$ cat config.mk
export PLATFORM = sky130hd
export DESIGN_NAME = ninjin_layer_seq
export DESIGN_NICKNAME = d
export VERILOG_FILES = /design/src/rtl/ninjin_seq_pkg.sv /design/src/rtl/ninjin_seq_desc_mem.sv /design/src/rtl/ninjin_layer_seq.sv
export SDC_FILE = /design/constraint.sdc
export NUM_CORES = 2
export LEC_CHECK = 0
export ABC_AREA = 1
export ABC_CLOCK_PERIOD_IN_PS = 3300
export BUFFER_PORTS_ARGS = -buffer_cell sky130_fd_sc_hd__buf_4
export CORE_UTILIZATION = 60
export DETAILED_ROUTE_END_ITERATION = 8
export GPL_TIMING_DRIVEN = 1
export PLACE_DENSITY = 0.77
export SYNTH_ARGS = -nofsm -noshare
export SYNTH_HDL_FRONTEND = slang
export SYNTH_SLANG_ARGS = --single-unit
$ cat constraint.sdc
create_clock -name clk -period 3.3 [get_ports clk]
set_input_delay 0.33 -clock clk [delete_from_list [all_inputs] [get_ports clk]]
set_output_delay 0.33 -clock clk [all_outputs]
set_load 0.01 [all_outputs]
$ cat src/rtl/ninjin_seq_pkg.sv
// rtl/ninjin_seq_pkg.sv - shared types for the ninjin layer sequencer
// FSM state enum, layer descriptor struct, and descriptor field indices.
package ninjin_seq_pkg;

  localparam int LWIDTH_DEF = 16;

  localparam logic [2:0] FLD_WHICH     = 3'd0;
  localparam logic [2:0] FLD_TOTAL_OUT = 3'd1;
  localparam logic [2:0] FLD_TOTAL_IN  = 3'd2;
  localparam logic [2:0] FLD_IMG_SIZE  = 3'd3;
  localparam logic [2:0] FLD_FIL_SIZE  = 3'd4;
  localparam logic [2:0] FLD_POOL_SIZE = 3'd5;

  typedef enum logic [2:0] {
    S_IDLE,
    S_LOAD,
    S_ISSUE,
    S_WAIT,
    S_NEXT,
    S_FIN
  } seq_state_t;

  typedef struct packed {
    logic                  which;
    logic [LWIDTH_DEF-1:0] total_out;
    logic [LWIDTH_DEF-1:0] total_in;
    logic [LWIDTH_DEF-1:0] img_size;
    logic [LWIDTH_DEF-1:0] fil_size;
    logic [LWIDTH_DEF-1:0] pool_size;
  } layer_desc_t;

  // Field-granular update; unknown field indices leave the descriptor untouched.
  function automatic layer_desc_t write_field(layer_desc_t d, logic [2:0] f,
                                              logic [LWIDTH_DEF-1:0] v);
    layer_desc_t r;
    r = d;
    case (f)
      FLD_WHICH:     r.which     = v[0];
      FLD_TOTAL_OUT: r.total_out = v;
      FLD_TOTAL_IN:  r.total_in  = v;
      FLD_IMG_SIZE:  r.img_size  = v;
      FLD_FIL_SIZE:  r.fil_size  = v;
      FLD_POOL_SIZE: r.pool_size = v;
      default:       r = d;
    endcase
    return r;
  endfunction

endpackage

$ cat src/rtl/ninjin_seq_desc_mem.sv
// rtl/ninjin_seq_desc_mem.sv - layer descriptor store
// One field-granular write port, one synchronous read port (registered address).
module ninjin_seq_desc_mem
  import ninjin_seq_pkg::*;
#(
  parameter int LAYERS = 8
) (
  input  logic                        clk,
  input  logic                        xrst,
  input  logic                        we,
  input  logic [$clog2(LAYERS)-1:0]   waddr,
  input  logic [2:0]                  wfield,
  input  logic [LWIDTH_DEF-1:0]       wdata,
  input  logic [$clog2(LAYERS)-1:0]   raddr,
  output layer_desc_t                 rdata
);

  layer_desc_t                 mem [LAYERS];
  logic [$clog2(LAYERS)-1:0]   raddr_q;

  // Registering the address (not the data) makes a same-cycle write visible to the next read.
  always_ff @(posedge clk or negedge xrst) begin
    if (!xrst) begin
      for (int i = 0; i < LAYERS; i++) mem[i] <= '0;
      raddr_q <= '0;
    end else begin
      if (we) mem[waddr] <= write_field(mem[waddr], wfield, wdata);
      raddr_q <= raddr;
    end
  end

  assign rdata = mem[raddr_q];

endmodule

$ cat src/rtl/ninjin_layer_seq.sv
// rtl/ninjin_layer_seq.sv - multi-layer sequencer ahead of the renkon/gobou core select
// Define NINJIN_SEQ_PERF_EN to add the perf_cycles output.
module ninjin_layer_seq
  import ninjin_seq_pkg::*;
#(
  parameter int LAYERS  = 8,
  parameter int LWIDTH  = LWIDTH_DEF,
  parameter int IMGSIZE = 12
) (
  input  logic                        clk,
  input  logic                        xrst,
  input  logic                        cfg_we,
  input  logic [$clog2(LAYERS)-1:0]   cfg_layer,
  input  logic [2:0]                  cfg_field,
  input  logic [LWIDTH-1:0]           cfg_data,
  input  logic [$clog2(LAYERS):0]     num_layers,
  input  logic [IMGSIZE-1:0]          base_a,
  input  logic [IMGSIZE-1:0]          base_b,
  input  logic                        start,
  input  logic                        abort,
  input  logic                        ack,
  output logic                        busy,
  output logic                        done,
  output logic [$clog2(LAYERS)-1:0]   cur_layer,
  output logic                        which,
  output logic                        req,
  output logic [IMGSIZE-1:0]          input_addr,
  output logic [IMGSIZE-1:0]          output_addr,
  output logic [LWIDTH-1:0]           total_out,
  output logic [LWIDTH-1:0]           total_in,
  output logic [LWIDTH-1:0]           img_size,
  output logic [LWIDTH-1:0]           fil_size,
  output logic [LWIDTH-1:0]           pool_size
`ifdef NINJIN_SEQ_PERF_EN
  ,
  output logic [31:0]                 perf_cycles
`endif
);

  localparam int LW = $clog2(LAYERS);
  localparam logic [LW:0] NUM_MAX = LAYERS[LW:0];

  seq_state_t    state, state_nxt;
  logic [LW-1:0] layer;
  logic [LW:0]   num_q;
  logic          abort_q;
  logic          ack_d;
  logic          zero_done;
  logic [LW-1:0] rd_addr;
  layer_desc_t   rd_desc;
  logic          start_go;
  logic          ack_edge;
  logic          last_layer;

  assign start_go   = start && (state == S_IDLE) && (num_layers != '0);
  assign ack_edge   = ack && !ack_d;
  assign last_layer = (({1'b0, layer} + 1'b1) == num_q) || abort_q || abort;
  assign cur_layer  = layer;

  ninjin_seq_desc_mem #(.LAYERS(LAYERS)) u_desc_mem (
    .clk    (clk),
    .xrst   (xrst),
    .we     (cfg_we && (state == S_IDLE)),
    .waddr  (cfg_layer),
    .wfield (cfg_field),
    .wdata  (cfg_data),
    .raddr  (rd_addr),
    .rdata  (rd_desc)
  );

  always_ff @(posedge clk or negedge xrst) begin
    if (!xrst) state <= S_IDLE;
    else       state <= state_nxt;
  end

  always_comb begin
    state_nxt = state;
    case (state)
      S_IDLE:  if (start_go) state_nxt = S_LOAD;
      S_LOAD:  state_nxt = S_ISSUE;
      S_ISSUE: state_nxt = S_WAIT;
      S_WAIT:  if (ack_edge) state_nxt = S_NEXT;
      S_NEXT:  state_nxt = last_layer ? S_FIN : S_LOAD;
      S_FIN:   state_nxt = S_IDLE;
      default: state_nxt = S_IDLE;
    endcase
  end

  // The read address leads LOAD by one cycle so config is settled a cycle before req.
  always_comb begin
    busy    = (state != S_IDLE);
    done    = (state == S_FIN) || zero_done;
    rd_addr = layer;
    case (state)
      S_IDLE:  rd_addr = '0;
      S_NEXT:  rd_addr = layer + 1'b1;
      default: rd_addr = layer;
    endcase
  end

  always_ff @(posedge clk or negedge xrst) begin
    if (!xrst) begin
      req         <= 1'b0;
      ack_d       <= 1'b0;
      zero_done   <= 1'b0;
      abort_q     <= 1'b0;
      num_q       <= '0;
      layer       <= '0;
      input_addr  <= '0;
      output_addr <= '0;
      which       <= 1'b0;
      total_out   <= '0;
      total_in    <= '0;
      img_size    <= '0;
      fil_size    <= '0;
      pool_size   <= '0;
    end else begin
      req       <= (state == S_ISSUE);
      ack_d     <= ack;
      zero_done <= start && (state == S_IDLE) && (num_layers == '0);

      if (start_go || state == S_FIN) abort_q <= 1'b0;
      else if (state != S_IDLE && abort) abort_q <= 1'b1;

      if (start_go) begin
        num_q       <= (num_layers > NUM_MAX) ? NUM_MAX : num_layers;
        layer       <= '0;
        input_addr  <= base_a;
        output_addr <= base_b;
      end

      if (state == S_LOAD) begin
        which     <= rd_desc.which;
        total_out <= rd_desc.total_out;
        total_in  <= rd_desc.total_in;
        img_size  <= rd_desc.img_size;
        fil_size  <= rd_desc.fil_size;
        pool_size <= rd_desc.pool_size;
      end

      // The final layer keeps its index so cur_layer reports the last layer run.
      if (state == S_NEXT) begin
        input_addr  <= output_addr;
        output_addr <= input_addr;
        if (!last_layer) layer <= layer + 1'b1;
      end
    end
  end

`ifdef NINJIN_SEQ_PERF_EN
  logic [31:0] perf_cnt;

  always_ff @(posedge clk or negedge xrst) begin
    if (!xrst) begin
      perf_cnt    <= '0;
      perf_cycles <= '0;
    end else if (start && state == S_IDLE) begin
      perf_cnt    <= '0;
      perf_cycles <= '0;
    end else if (state == S_ISSUE) begin
      perf_cnt <= '0;
    end else if (state == S_WAIT) begin
      if (ack_edge)               perf_cycles <= perf_cnt;
      else if (perf_cnt != '1)    perf_cnt    <= perf_cnt + 1'b1;
    end
  end
`endif

endmodule
# Word-level counts from Yosys, hierarchy flattened
# Index checks and enable logic that the tools add are counted.
# totals
reg_bits	770
input_bits	56
out_inout_bits	111
elab_cells	141
# op_classes
add_sub_neg	2
magnitude_cmp	4
n_eq_ne	13
n_mux	36
bitwise	2
reduce_logical	20
# op_table
op	count
bitwise mux 648 bit	1
binary-select mux 81 bit (select 3 bit)	2
2-to-1 mux 81 bit	5
demux 81 bit (select 3 bit)	1
2-to-1 mux 16 bit	10
2-to-1 mux 12 bit	4
2-to-1 mux 3 bit	6
case mux 3 bit (5 select lines)	1
== test 3 x 2 -> 1 bit (second input constant)	4
== test 3 bit (second input constant)	4
>= comparator 4 bit (second input constant)	2
inverter 3 -> 4 bit	2
logical AND 1 bit	7
== test 3 x 1 -> 1 bit (second input constant)	2
logical NOT 3 bit	2
case mux 3 bit (2 select lines)	1
adder 3 x 1 -> 4 bit (second input constant)	1
== test 4 bit	1
greater-than comparator 4 bit (second input constant)	1
logical NOT 4 bit	1
logical OR 1 bit	4
less-than comparator 4 x 1 -> 1 bit (second input constant)	1
2-to-1 mux 1 bit	4
2-to-1 mux 4 bit	1
other kinds (7)	9

# Longest topological paths before layout
# depth
depth_word	7
depth_mapped	12
ltp_nobuf	9

# By module
# Synthesis repeated with hierarchy kept, for this count alone.
# hier_totals
cells_unflattened	6304
hier_area_um2	43477.9
# modules_own_cells
module	instances	cells_per_inst	area_each_um2	seq_area_each_um2
ninjin_seq_desc_mem	1	5869	38354.3	16290.6
ninjin_layer_seq	1	435	5123.7	2977.9

# Worst setup path before layout
# OpenSTA, ideal clock, no wires.
# synth_timing
kind	register to register
from	register state[0]
to	register u_desc_mem.mem[512] in the netlist's numbering
setup_ps	118
arrival_time_ps	1555
t_required_ps	3182
slack_ps	1626
path_stages_with_launch	11
path_buffers	2
period_less_slack_ps	1674
path_cell_list	dfrtp_1 > nor2_2 > inv_2 > nor2_4 > nand2_4 > nor3_4 > inv_2 > buf_2 > buf_2 > nand2_1 > nand2_1
# synth_via
elab_chain_cells	2
# synth_rtl
item	line_no	rtl
from (decl)	ninjin_layer_seq.sv:43	seq_state_t state, state_nxt;
from (signal assigned)	ninjin_layer_seq.sv:73	else state <= state_nxt;
logical NOT 3 bit	ninjin_layer_seq.sv:63	.we (cfg_we && (state == S_IDLE)),
logical AND 1 bit	ninjin_layer_seq.sv:63	
to (signal, indexed assignment)	ninjin_seq_desc_mem.sv:27	if (we) mem[waddr] <= write_field(mem[waddr], wfield, wdata);
to (decl)	ninjin_seq_desc_mem.sv:18	layer_desc_t mem [LAYERS];
# Every way passes these cells.
# A chain may end at the register's enable or synchronous reset.

# Worst setup path after layout
# layout_timing
from	register state[0]
to	register u_desc_mem.mem[553] in the netlist's numbering
# Same word-level chain as after synthesis.

==> results_dict.tcl <==
set metrics [dict create \
    ys_seq_elements 770 \
    post_synth_inst_count 5854 \
    grt_antenna_before_repair 5 \
    timing.final.hold_violations 0 \
    die_height_um 265 \
    timing.critical_path.from_type "flop" \
    cp_data_arrival_time_ns 3.05 \
    drtAntennaViolNets 0 \
    ctsResizeCount 0 \
    cellPowerDensity_nw_per_um2 852 \
    die_w_um 265 \
    synthDominantAreaCellType "dfrtp_1" \
    netlist-cell-type-count 27 \
    rr_startpoint "state[0]" \
    status "completed" \
    num_vias 42200 \
    fmax_mhz 395 \
    max-vdd-ir-drop_mv 0.679 \
    number_of_global_route_vias_before_repair 39500 \
    route.detailed.drc 0 \
    drive_gt1_share_pct 7.25 \
    synth_top_area_share_pct 46.4 \
    worstHoldStart "base_a[10]" \
    global_route.overflow_total 0 \
    drt-pass1-iter-count 8 \
    rsz0062_at_grt "false" \
    cts_made_buffers 83 \
    share_of_the_core_filled_with_cells_pct 67.6 \
    n_fill_cell 5870 \
    grt_first_pass_wirelength_mm 227 \
    maxSlewHeadroom_pct 20.5 \
    cpPeakStageDelay_ns 0.47 \
    syn_area_um2 41500 \
    leakagePower_nw 23.3 \
    gr_util_all_layers_pct 41.7 \
    swShare_pct 39.5 \
    clock-sinks 770 \
    cpMostUsedCell "nand2_1" \
    worst_pin_slew_ns 1.19 \
    drt_first_iter_violations 6451 \
    switchingPower_mw 15.6 \
    skew_ns 0.0201 \
    fp.dieArea_um2 70200 \
    path_clk_slew_ns 0.06 \
    core-area_um2 68500 \
    wire_length_per_cell_after_detailed_routing_um 21.7 \
    crit_type "flop to flop" \
    min-delay-path-class "primary input to flop" \
    path_buf_inv 3 \
    max-cap-violations 0 \
    routed_via_density 6.21 \
    dp_hpwl_mm 77.0 \
    slew_violations 0 \
    cts_root_buffer "clkbuf_16" \
    clock_power_share_pct 25.0 \
    timing.setup.tns_ns 0 \
    seq_area_frac_synth_pct 46.4 \
    io-pin-count 167 \
    setup_viol 0 \
    layout.nets 5894 \
    syn_nets 5911 \
    synthesis.yosys.warnings 0 \
    grt_start_max_net_pins 122 \
    cp_cell_sequence "nor2_2, inv_2, nor2_4, nand2_4, nor3_4, inv_4, buf_4, nand2_1, nand2_1" \
    cts_setup_buffers 0 \
    combinationalPowerShare_pct 33.5 \
    post_route_minimum_period_ns 2.53 \
    timing.critical_path.required_ns 3.82 \
    cts_tree "done" \
    core.rowCount 96 \
    timing.critical_path.slowest_stage_cell "inv_4" \
    p_int_mw 23.8 \
    globalplace.congestion 0.876 \
    cts-root-to-sink-buffers 3 \
    worst_setup_sp "state[0]" \
    port_buffers 166 \
    fin_ws_ns 0.766 \
    reg_power_share_pct 41.5 \
    syn_avg_cell_area_um2 7.09 \
    crit_family "simple AND/OR/NAND/NOR gates" \
    place_worst_setup_slack_ns 0.715 \
    number_of_h_tree_levels 3 \
    drt_wl_total_mm 147 \
    starting_density_of_the_core_pct 60.6 \
    layout-area-overhead-vs-synth_pct 11.5 \
    final.period_utilization_pct 76.8 \
    clk-insertion-delay-late_ns 0.65 \
    setup.worst_path.end_class "flop" \
    crit_fanout 68 \
    design_power_total_mw 39.4 \
    post_synth_main_area_contributors "dfrtp_1 (46%), nand2_1 (20%), nand3_1 (11%)" \
]
==> sequential cells by signal, indices dropped and copies added (netlist names), 4 cells and up <==
signal	count
total_in	16
num_q	4
output_addr	12
u_desc_mem.mem	648
pool_size	16
total_out	16
fil_size	16
img_size	16
input_addr	12
==> layer usage <==
layer	global-route usage, %	vias up	part of all wire (%)
met3	11.7	671	14
li1	-	18900	-
met4	24.6	10	6.3
met5	0	-	0.039
met1	55.2	19600	37
met2	61.4	2970	43
==> worst register-to-register path: stages (launching register included) <==
cell and delay, ns:
dfrtp_1 0.42, nor2_2 0.20, inv_2 0.08, nor2_4 0.17, nand2_4 0.24, nor3_4 0.30
inv_4 0.47, buf_4 0.39, nand2_1 0.09, nand2_1 0.05
==> cell type report <==
cell class	count	area (um2)	area share, %
antenna	3	7.51	0.0162
clock buffer	116	2390	5.17
multi-input combinational	4302	19000	41.1
tap	882	1100	2.39
clock inverter	36	449	0.971
timing repair buffer	271	2450	5.30
sequential	770	19300	41.7
inverter	409	1560	3.38
==> kinds of logic (layout without fill, tap and decap cells) <==
| group | count (synthesis) | in the layout | synth area share, % |
|---|---|---|---|
| AO/OA/AOI/OAI | 879 | 879 | 11.7 |
| adder cells (fa/ha/maj) | 1 | 1 | 0.0302 |
| flip-flops | 770 | 770 | 46.4 |
| AND/OR/NAND/NOR | 3419 | 3419 | 33.9 |
| other | 0 | 3 | 0 |
| buffers and inverters | 782 | 832 | 7.93 |
| multiplexers | 3 | 3 | 0.0724 |
==> synth_stat cells <==
library cell,instances
a21oi_1,160
inv_2,17
nor2_1,258
nor2_2,8
nand3_2,1
nand2_1,2240
mux2i_1,3
nand2_4,1
o21ai_1,27
buf_2,132
o2bb2ai_1,4
o21ai_0,503
nor3_2,1
inv_1,391
o211ai_1,154
nand4_1,2
clkinv_1,1
nor3_1,3
nand3_1,901
nor2_4,3
dfrtp_1,770
ha_1,1
buf_1,25
nor3_4,1
o22ai_1,31
buf_4,51
clkbuf_1,165
==> through the flow <==
stage | std cells | hold slack (ns) | instance area [um2]
floorplan | 5854 | 0.0344 | 41500
global placement | 6615 | 0.261 | 43200
detailed placement | 6615 | 0.262 | 43200
CTS | 6786 | 0.00241 | 46200
global route | 6786 | 0.0376 | 46200
finish | 6789 | 0.0150 | 46300
==> worst paths after layout <==
kind	to	slack, ns	cells after the start
max in group asynchronous	u_desc_mem.mem[69]	2.06	3
min in group asynchronous	u_desc_mem.mem[242]	0.20	2
hold reg to reg	total_in[1]	0.48	2
setup / recovery	u_desc_mem.mem[553]	0.77	9
hold / removal	input_addr[10]	0.01	5
setup reg to reg	u_desc_mem.mem[553]	0.77	9
==> power groups by stage <==
stage | clock (mW) | sequential (mW) | combinational, mW
after floorplan | 0 | 15.7 | 9.30
after detailed placement | 0 | 16.2 | 12.9
after CTS | 9.86 | 16.2 | 13.0
final | 9.85 | 16.3 | 13.2
after global routing | 10.2 | 16.7 | 14.9
after global placement | 0 | 16.2 | 12.5
==> what timing repair did <==
| action | 4_1_cts | 5_1_grt |
|---|---|---|
| hold buffers | 19 | 0 |
| endpoints found under the setup margin | 0 | 0 |
| hold endpoints to repair | 47 | 0 |
==> cell usage in the layout, fill, tap and decap left out <==
master         netlist  final
nand2_1           2240   2240
nand3_1            901    899
dfrtp_1            770    767
o21ai_0            503    503
inv_1              391    391
nor2_1             258    256
buf_4               51    222
a21oi_1            160    160
o211ai_1           154    154
clkbuf_16            0     85
o22ai_1             31     31
buf_12               0     29
o21ai_1             27     27
clkinv_2             0     19
dlygate4sd3_1        0     19
clkbuf_1           165     16
clkbuf_8             0     15
nor2_4               3     11
inv_4                0     10
bufinv_16            0      9
inv_2               17      6
o2bb2ai_1            4      4
clkinvlp_4           0      4
diode_2              0      3
mux2i_1              3      3
inv_6                0      3
dfrtp_4              0      3
nor2_2               8      2
nor3_1               3      2
nand4_1              2      2
nand3_4              0      2
nor3_4               1      2
clkinv_8             0      2
nor3_2               1      1
nand3_2              1      1
nand2_4              1      1
clkinv_1             1      1
ha_1                 1      1
buf_8                0      1
(Power assumes the default switching activity.)
